[config.mk]
export PLATFORM = sky130hd
export DESIGN_NAME = stackcalc_exec_stack
export DESIGN_NICKNAME = d
export VERILOG_FILES = /design/src/rtl/stackcalc_exec_stack.sv
export SDC_FILE = /design/constraint.sdc
export NUM_CORES = 1
export LEC_CHECK = 0
export ABC_AREA = 1
export BUFFER_PORTS_ARGS = -buffer_cell sky130_fd_sc_hd__clkbuf_2
export CORE_MARGIN = 3
export CORE_UTILIZATION = 55
export DETAILED_ROUTE_END_ITERATION = 10
export GPL_TIMING_DRIVEN = 0
export PLACE_DENSITY = 0.79
export SLEW_MARGIN = 0
export SYNTH_ARGS = -nofsm -noshare
export SYNTH_HDL_FRONTEND = slang
export SYNTH_SLANG_ARGS = --single-unit
[constraint.sdc]
create_clock -name clk -period 4.68 [get_ports clk]
set_input_delay 0.234 -clock clk [delete_from_list [all_inputs] [get_ports clk]]
set_output_delay 0.234 -clock clk [all_outputs]
set_load 0.1 [all_outputs]
[src/rtl/stackcalc_exec_stack.sv]
`default_nettype none
// +--------------------------------------------------------------------+
// | stackcalc_exec_stack: execution stack with 1-cycle ALU ops and a   |
// | serial shift-and-add MUL. Revision: 1.0                            |
// +--------------------------------------------------------------------+
module stackcalc_exec_stack #(
  parameter int DEPTH = 8,
  parameter int WIDTH = 4
) (
  input  logic                       clk,
  input  logic                       rst,
  input  logic                       cmd_valid,
  input  logic [3:0]                 cmd_op,
  input  logic [WIDTH-1:0]           cmd_data,
  output logic                       cmd_ready,
  output logic [WIDTH-1:0]           top,
  output logic [$clog2(DEPTH+1)-1:0] depth,
  output logic                       err,
  output logic                       busy
);

  localparam int C_DW = $clog2(DEPTH + 1);
  localparam int C_AW = (DEPTH > 1) ? $clog2(DEPTH) : 1;
  localparam int C_CW = $clog2(WIDTH + 1);
  localparam logic [C_CW-1:0] C_LAST = C_CW'(WIDTH - 1);
  localparam logic [C_DW-1:0] C_FULL = C_DW'(DEPTH);

  localparam logic [3:0] c_op_push   = 4'd1;
  localparam logic [3:0] c_op_pop    = 4'd2;
  localparam logic [3:0] c_op_add    = 4'd3;
  localparam logic [3:0] c_op_sub    = 4'd4;
  localparam logic [3:0] c_op_and    = 4'd5;
  localparam logic [3:0] c_op_or     = 4'd6;
  localparam logic [3:0] c_op_xor    = 4'd7;
  localparam logic [3:0] c_op_dup    = 4'd8;
  localparam logic [3:0] c_op_swap   = 4'd9;
  localparam logic [3:0] c_op_mul    = 4'd10;
  localparam logic [3:0] c_op_clrerr = 4'd11;

  typedef enum logic [0:0] {
    S_IDLE    = 1'b0,
    S_MUL_RUN = 1'b1
  } state_t;

  state_t            r_state;
  state_t            w_state_nxt;
  logic [WIDTH-1:0]  r_mem [DEPTH];
  logic [C_DW-1:0]   r_depth;
  logic              r_err;
  logic [WIDTH-1:0]  r_mcand;
  logic [WIDTH-1:0]  r_mplier;
  logic [WIDTH-1:0]  r_acc;
  logic [C_CW-1:0]   r_cnt;

  logic              w_accept;
  logic              w_empty;
  logic              w_full;
  logic              w_ge2;
  logic              w_op_err;
  logic              w_err_set;
  logic              w_last;
  logic [C_AW-1:0]   w_tos_idx;
  logic [C_AW-1:0]   w_nos_idx;
  logic [C_AW-1:0]   w_push_idx;
  logic [WIDTH-1:0]  w_tos;
  logic [WIDTH-1:0]  w_nos;
  logic [WIDTH-1:0]  w_alu;
  logic [WIDTH-1:0]  w_acc_nxt;

  assign busy       = (r_state == S_MUL_RUN);
  assign cmd_ready  = !busy;
  assign w_accept   = cmd_valid && cmd_ready;
  assign w_empty    = (r_depth == '0);
  assign w_full     = (r_depth == C_FULL);
  assign w_ge2      = (r_depth >= C_DW'(2));
  assign w_tos_idx  = C_AW'(r_depth - C_DW'(1));
  assign w_nos_idx  = C_AW'(r_depth - C_DW'(2));
  assign w_push_idx = C_AW'(r_depth);
  assign w_tos      = r_mem[w_tos_idx];
  assign w_nos      = r_mem[w_nos_idx];
  assign w_last     = busy && (r_cnt == C_LAST);
  assign w_acc_nxt  = r_acc + (r_mplier[0] ? r_mcand : '0);
  assign w_err_set  = w_accept && w_op_err;

  // Stale entries beyond the occupied depth are masked off.
  assign top   = w_empty ? '0 : w_tos;
  assign depth = r_depth;
  assign err   = r_err;

  always_comb begin
    w_alu    = '0;
    w_op_err = 1'b0;
    case (cmd_op)
      c_op_push: w_op_err = w_full;
      c_op_pop:  w_op_err = w_empty;
      c_op_dup:  w_op_err = w_full || w_empty;
      c_op_add:  begin w_alu = w_nos + w_tos; w_op_err = !w_ge2; end
      c_op_sub:  begin w_alu = w_nos - w_tos; w_op_err = !w_ge2; end
      c_op_and:  begin w_alu = w_nos & w_tos; w_op_err = !w_ge2; end
      c_op_or:   begin w_alu = w_nos | w_tos; w_op_err = !w_ge2; end
      c_op_xor:  begin w_alu = w_nos ^ w_tos; w_op_err = !w_ge2; end
      c_op_swap: w_op_err = !w_ge2;
      c_op_mul:  w_op_err = !w_ge2;
      default:   w_op_err = 1'b0;
    endcase
  end

  always_comb begin
    w_state_nxt = r_state;
    case (r_state)
      S_IDLE:    if (w_accept && (cmd_op == c_op_mul) && w_ge2) w_state_nxt = S_MUL_RUN;
      S_MUL_RUN: if (w_last) w_state_nxt = S_IDLE;
      default:   w_state_nxt = S_IDLE;
    endcase
  end

  always_ff @(posedge clk) begin
    if (rst) begin
      r_state  <= S_IDLE;
      r_depth  <= '0;
      r_err    <= 1'b0;
      r_mcand  <= '0;
      r_mplier <= '0;
      r_acc    <= '0;
      r_cnt    <= '0;
    end else begin
      r_state <= w_state_nxt;
      if (w_accept && (cmd_op == c_op_clrerr)) r_err <= 1'b0;
      else if (w_err_set)                      r_err <= 1'b1;

      if (busy) begin
        // One multiplier bit per cycle; product lands in NOS on the final step.
        r_acc    <= w_acc_nxt;
        r_mcand  <= r_mcand << 1;
        r_mplier <= r_mplier >> 1;
        r_cnt    <= r_cnt + C_CW'(1);
        if (w_last) begin
          r_mem[w_nos_idx] <= w_acc_nxt;
          r_depth          <= r_depth - C_DW'(1);
        end
      end else if (w_accept && !w_op_err) begin
        case (cmd_op)
          c_op_push: begin
            r_mem[w_push_idx] <= cmd_data;
            r_depth           <= r_depth + C_DW'(1);
          end
          c_op_pop: r_depth <= r_depth - C_DW'(1);
          c_op_add, c_op_sub, c_op_and, c_op_or, c_op_xor: begin
            r_mem[w_nos_idx] <= w_alu;
            r_depth          <= r_depth - C_DW'(1);
          end
          c_op_dup: begin
            r_mem[w_push_idx] <= w_tos;
            r_depth           <= r_depth + C_DW'(1);
          end
          c_op_swap: begin
            r_mem[w_tos_idx] <= w_nos;
            r_mem[w_nos_idx] <= w_tos;
          end
          c_op_mul: begin
            r_mcand  <= w_nos;
            r_mplier <= w_tos;
            r_acc    <= '0;
            r_cnt    <= '0;
          end
          default: ;
        endcase
      end
    end
  end

endmodule
`default_nettype wire

## After elaboration in Yosys (flattened, before gate mapping)

Memory sizes are Yosys's and may differ from the RTL's.
Index checks and enable logic that the tools add are counted.

| cells by class | value |
|---|---|
| add/sub/neg operators | 7 |
| $mul | 0 |
| divide/modulo/power cells | 0 |
| $lt $le $gt $ge | 1 |
| eq/ne operators | 14 |
| shifts and indexed selects | 0 |
| mux-type cells | 53 |
| bitwise gates (word level) | 7 |
| reduce and logical (&&, ||, !) cells | 25 |

Operator list:

| operator | number |
|---|---|
| $mux 4 | 15 |
| $mux 1 | 27 |
| $mux 3 | 7 |
| $eq 4x4->1 const B | 5 |
| $pmux 4 s5 | 1 |
| $eq 4x3->1 const B | 4 |
| $add 4x4->4 | 2 |
| $eq 4x2->1 const B | 2 |
| $pmux 4 s2 | 1 |
| $logic_and 1x1->1 | 7 |
| $reduce_or 7->1 | 1 |
| $reduce_or 2->1 | 3 |
| $reduce_or 6->1 | 1 |
| $reduce_or 5->1 | 1 |
| $add 4x1->4 const B | 1 |
| $and 4x4->4 | 1 |
| $eq 4x1->1 const B | 1 |
| $ge 4x2->1 const B | 1 |
| $logic_not 4->1 | 1 |
| $or 4x4->4 | 1 |
| $pmux 1 s4 | 1 |
| $reduce_and 2->1 | 2 |
| $reduce_bool 2->1 | 2 |
| $reduce_or 4->1 | 1 |
| 14 further kinds | 18 |

| word-level totals | value |
|---|---|
| register bits | 21 |
| bits in latches | 0 |
| RAM bits | 32 |
| ROM bits | 0 |
| input port bits | 11 |
| output and inout port bits | 11 |
| word-level logic and storage cells | 117 |
| memories kept | 1 |

Memories:

| name | depth | bits a word | read ports | clocked after Yosys merged registers in | write ports | RTL line | text |
|---|---|---|---|---|---|---|---|
| r_mem | 8 | 4 | 2 | 0 | 2 | 47 | `logic [WIDTH-1:0] r_mem [DEPTH];` |

## Longest topological paths before layout

| depth | value |
|---|---|
| word-level depth | 12 |
| mapped depth | 31 |
| mapped depth without buffers | 28 |

## Worst setup path after synthesis

Ideal clock, no wire load.

| timing | value |
|---|---|
| path type | register to register |
| start | register r_depth[0] (netlist: depth[0]) |
| end | memory r_mem[2][2] (data pin) |
| setup time | 0.259 ns |
| arrival | 4.291 ns |
| data required time | 4.421 ns |
| setup slack | 0.130 ns |
| cell stages (with the launch flop) | 25 |
| buffers on the path | 4 |
| clock period less this slack | 4.550 ns |
| cells stage by stage | dfxtp_1 > inv_2 > buf_2 > buf_2 > buf_2 > ha_1 > buf_2 > nand2_1 > nand2_1 > nand2_1 > nand2_1 > inv_2 > ha_1 > inv_1 > nand2_1 > o21ai_0 > inv_1 > fa_1 > xnor2_1 > a221oi_1 > nand2_1 > o21ai_1 > o21ai_4 > nand3_1 > o21ai_1 |

RTL lines:

| element | RTL line | text |
|---|---|---|
| start: declaration | 48 | `logic [C_DW-1:0] r_depth;` |
| start signal: assignment | 139 | `r_depth <= r_depth - C_DW'(1);` |
| start signal: assignment | 145 | `r_depth <= r_depth + C_DW'(1);` |
| start signal: assignment | 147 | `c_op_pop: r_depth <= r_depth - C_DW'(1);` |
| end: declaration | 47 |  |

==> key figures <==
Power
  • Cell Int Power: 862 uW
  • Clock power share: 0.208
  • Sw power: 722 uW
  • Sequential power share: 0.328
  • Pwr dens: 345 mW/mm^2
  • VDD IR max: 176 uV
  • Final Power: 1.58 mW
  • P_leak: 2.10 nW
  • Comb power frac: 0.463
  • Sw frac: 0.456

Setup path
  • Data arrival, critical path: 4.39 ns
  • Slowest stage delay, CP: 0.43 ns
  • Worst Path Buf+Inv: 6
  • Req. time, crit path: 4.75 ns
  • Type of origin of the critical path: register
  • Crit. End Element: register
  • Worst Setup Path Type: reg2reg
  • Crit-path slowest cell: fa_1
  • Critical path's most frequent cell: nand2_1
  • Delay-heaviest family, CP: buffers and inverters
  • Crit path cell chain: inv_2 > buf_4 > ha_1 > clkbuf_4 > nand2_1 > nand2_1 > nand2_1 > nand2_1 > inv_2 > ha_1 > inv_1 > nand2_1 > o21ai_0 > inv_1 > fa_1 > xnor2_1 > a221oi_2 > nand2_1 > o21ai_1 > o21ai_4 > nand3_1 > o21ai_1
  • CP Max Fanout: 23

Synth
  • Synth async-reset ratio: 0
  • Sequential share of the synthesized area: 0.325
  • Synth Warn #: 0
  • Syn_nets: 624
  • Synth top area share: 0.226
  • Ys flop type: edfxtp_1
  • Top post-synthesis cells by area: edfxtp_1 23%, nand2_1 15%, dfxtp_1 9.9%
  • Synth area leader: edfxtp_1
  • Number of synthesized register bits: 53
  • Number of flops mapped to enable cells by yosys: 32
  • Top-count cell post-synth: nand2_1
  • Post-synth top cells: 173 x nand2_1, 51 x inv_1, 43 x nor2_1, 38 x o21ai_1, 36 x o21ai_0
  • Post-Syn Area per Cell: 7.25 um^2
  • Synth Cell Area: 0.00425 mm^2
  • Post-Synthesis Cells: 587
  • Post-synth cell types: 44

Die
  • Die X: 93.9 um
  • # IOs: 22
  • Initial core utilization: 0.577
  • Die Height: 93.9 um
  • Row count: 31
  • Core area: 0.00737 mm^2
  • DIE AREA: 0.00882 mm^2

Routing
  • Wire per inst: 16.8 um
  • Final ANT Viol Nets: 0
  • First-pass detailed-route iteration total: 5
  • Vias/cell: 5.83
  • Drt total wl: 11.9 mm
  • DRC: 0
  • DRT iter0 DRCs: 392
  • DR vias: 4,151

Clocking
  • Clk Tree Root Cell: clkbuf_8
  • Hold buffers post-CTS: 0
  • Later-pin clock latency in the skew report: 0.32 ns
  • Post-CTS setup buffers: 0
  • Post-CTS resize count: 0
  • Clock transition at the registers of the reported paths: 0.11 ns
  • Clk sinks: 53
  • Cts bufs inserted: 5
  • Max Root-Sink Buffers: 2
  • CTS tree: yes
  • H-tree depth: 2

Timing
  • Final Setup Violations: 0
  • Worst-margin pin slew: 0.805 ns
  • Tightest hold margin: 0.305 ns
  • Final Cycle Share: 0.922
  • Fin. max-slew vios: 0
  • Hold Vio Cnt, Final: 0
  • Final Critical Period: 4.32 ns
  • TNS Setup: 0 ns
  • Max_slew headroom: 0.457
  • Final Skew: 0.0174 ns
  • Max Fclk: 0.232 GHz
  • RSZ-0062 raised after global routing: no

Cells and area
  • Nets: 649
  • Syn-to-layout area delta: 7.94%
  • Final cell count without fillers: 712
  • N_diodes: 0
  • Layout cells sized above 1: 0.157

Place
  • HPWL after DPL: 9.12 mm
  • Placed cell count: 706
  • GPL Wtd Cong: 0.992
  • I/O Buffers: 20

Global route
  • Global-route wire length before repair: 18.7 mm
  • Via count of the first global-routing pass: 3,657
  • Largest net degree at the start of global routing: 18
  • Initial antenna violation count: 0
  • Tot GR Track Use: 0.275
  • Remaining global-route overflow: 0

Run status
  • Outcome: complete, no violations

Job
  • Max_cap viols: 0

Worst hold path
  • Hold Crit Class: in2reg
placed cells by master (no fill, tap or decap), types with 3 or more instances in the layout:
cell / synthesis / layout
nand2_2: 7 / 7
nand3_1: 33 / 33
o21ai_0: 36 / 36
o22ai_1: 10 / 10
clkbuf_2: 0 / 20
dfxtp_1: 21 / 21
a31oi_1: 6 / 6
inv_2: 20 / 20
nor3_4: 7 / 7
nor2_2: 3 / 3
o21ai_1: 38 / 38
clkbuf_1: 6 / 6
o211ai_1: 9 / 9
nor2_1: 43 / 43
buf_4: 2 / 3
o21ai_2: 4 / 4
ha_1: 24 / 24
buf_2: 8 / 4
clkbuf_8: 0 / 5
xnor2_1: 3 / 3
inv_1: 51 / 51
edfxtp_1: 32 / 32
nand2_1: 173 / 173
xor2_1: 4 / 4
o21ai_4: 3 / 3
a21oi_1: 17 / 17
kinds of logic (layout without fill, tap and decap cells):
family,count (synthesis),after routing,synth area share
DFF,53,53,0.325
buffers and inverters,91,117,0.0930
and+or+nand+nor,276,276,0.294
adders and majority gates,26,26,0.0800
AOI/OAI and AO/OA,133,133,0.190
xor gates and xnor gates,8,8,0.0182
worst min-delay path, cell delays in order:
cell and delay [ns]:
clkbuf_2 0.12, nand2_2 0.10, nor3_1 0.06, nor2_1 0.08
layout make-up:
cell class,count,area (um^2)
fill,676,2780
multi-input combinational,443,2480
sequential,53,1380
inverter,73,287
tap,99,124
buffer,16,104
timing repair buffer,20,100
clock buffer,5,68.8
clock inverter,3,43.8
flip-flops by register name, indices dropped and copies added, names as in the netlist:
name,cells
r_mem,32
depth,4
r_acc,4
r_mcand,4
r_mplier,4
r_cnt,3
busy,1
err,1
stage by stage:
stage               cell area (um^2)  setup WS [ns]   util
finish                          4590          0.364  0.623
global route                    4590         0.0645  0.623
CTS                             4590        0.00375  0.623
detailed placement              4480         0.0454  0.607
global placement                4480          0.120  0.607
floorplan                       4250          0.130      -
routing by layer:
layer / share of wire / GRT usage / vias to the layer above
met1: 0.45 / 0.406 / 1962
met3: 0.089 / 0.0272 / 19
met2: 0.45 / 0.432 / 179
li1: - / - / 1991
met4: 0.017 / 0.0674 / 0
met5: 0 / 0 / -
power groups by stage:
| stage | registers (mW) | logic [mW] | clock network, mW |
|---|---|---|---|
| 4_1_cts | 0.519 | 0.716 | 0.328 |
| 5_1_grt | 0.521 | 0.797 | 0.347 |
| 3_3_place_gp | 0.529 | 0.697 | 0 |
| 3_5_place_dp | 0.530 | 0.713 | 0 |
| 2_1_floorplan | 0.563 | 0.511 | 0 |
| 6_report | 0.520 | 0.734 | 0.330 |
worst paths after layout:
| check | to | cells past startpoint | slack, ns | start |
|---|---|---|---|---|
| hold / removal | err$_SDFFE_PP0P_ | 4 | 0.30 | cmd_op[1] |
| setup / recovery | r_mem[6][2]$_DFFE_PP_ | 22 | 0.36 | depth[0]$_SDFFE_PP0P_ |
| setup reg to reg | r_mem[6][2]$_DFFE_PP_ | 22 | 0.36 | depth[0]$_SDFFE_PP0P_ |
| hold reg to reg | r_cnt[0]$_SDFFE_PP0P_ | 1 | 0.46 | r_cnt[0]$_SDFFE_PP0P_ |
(Power assumes the default switching activity.)
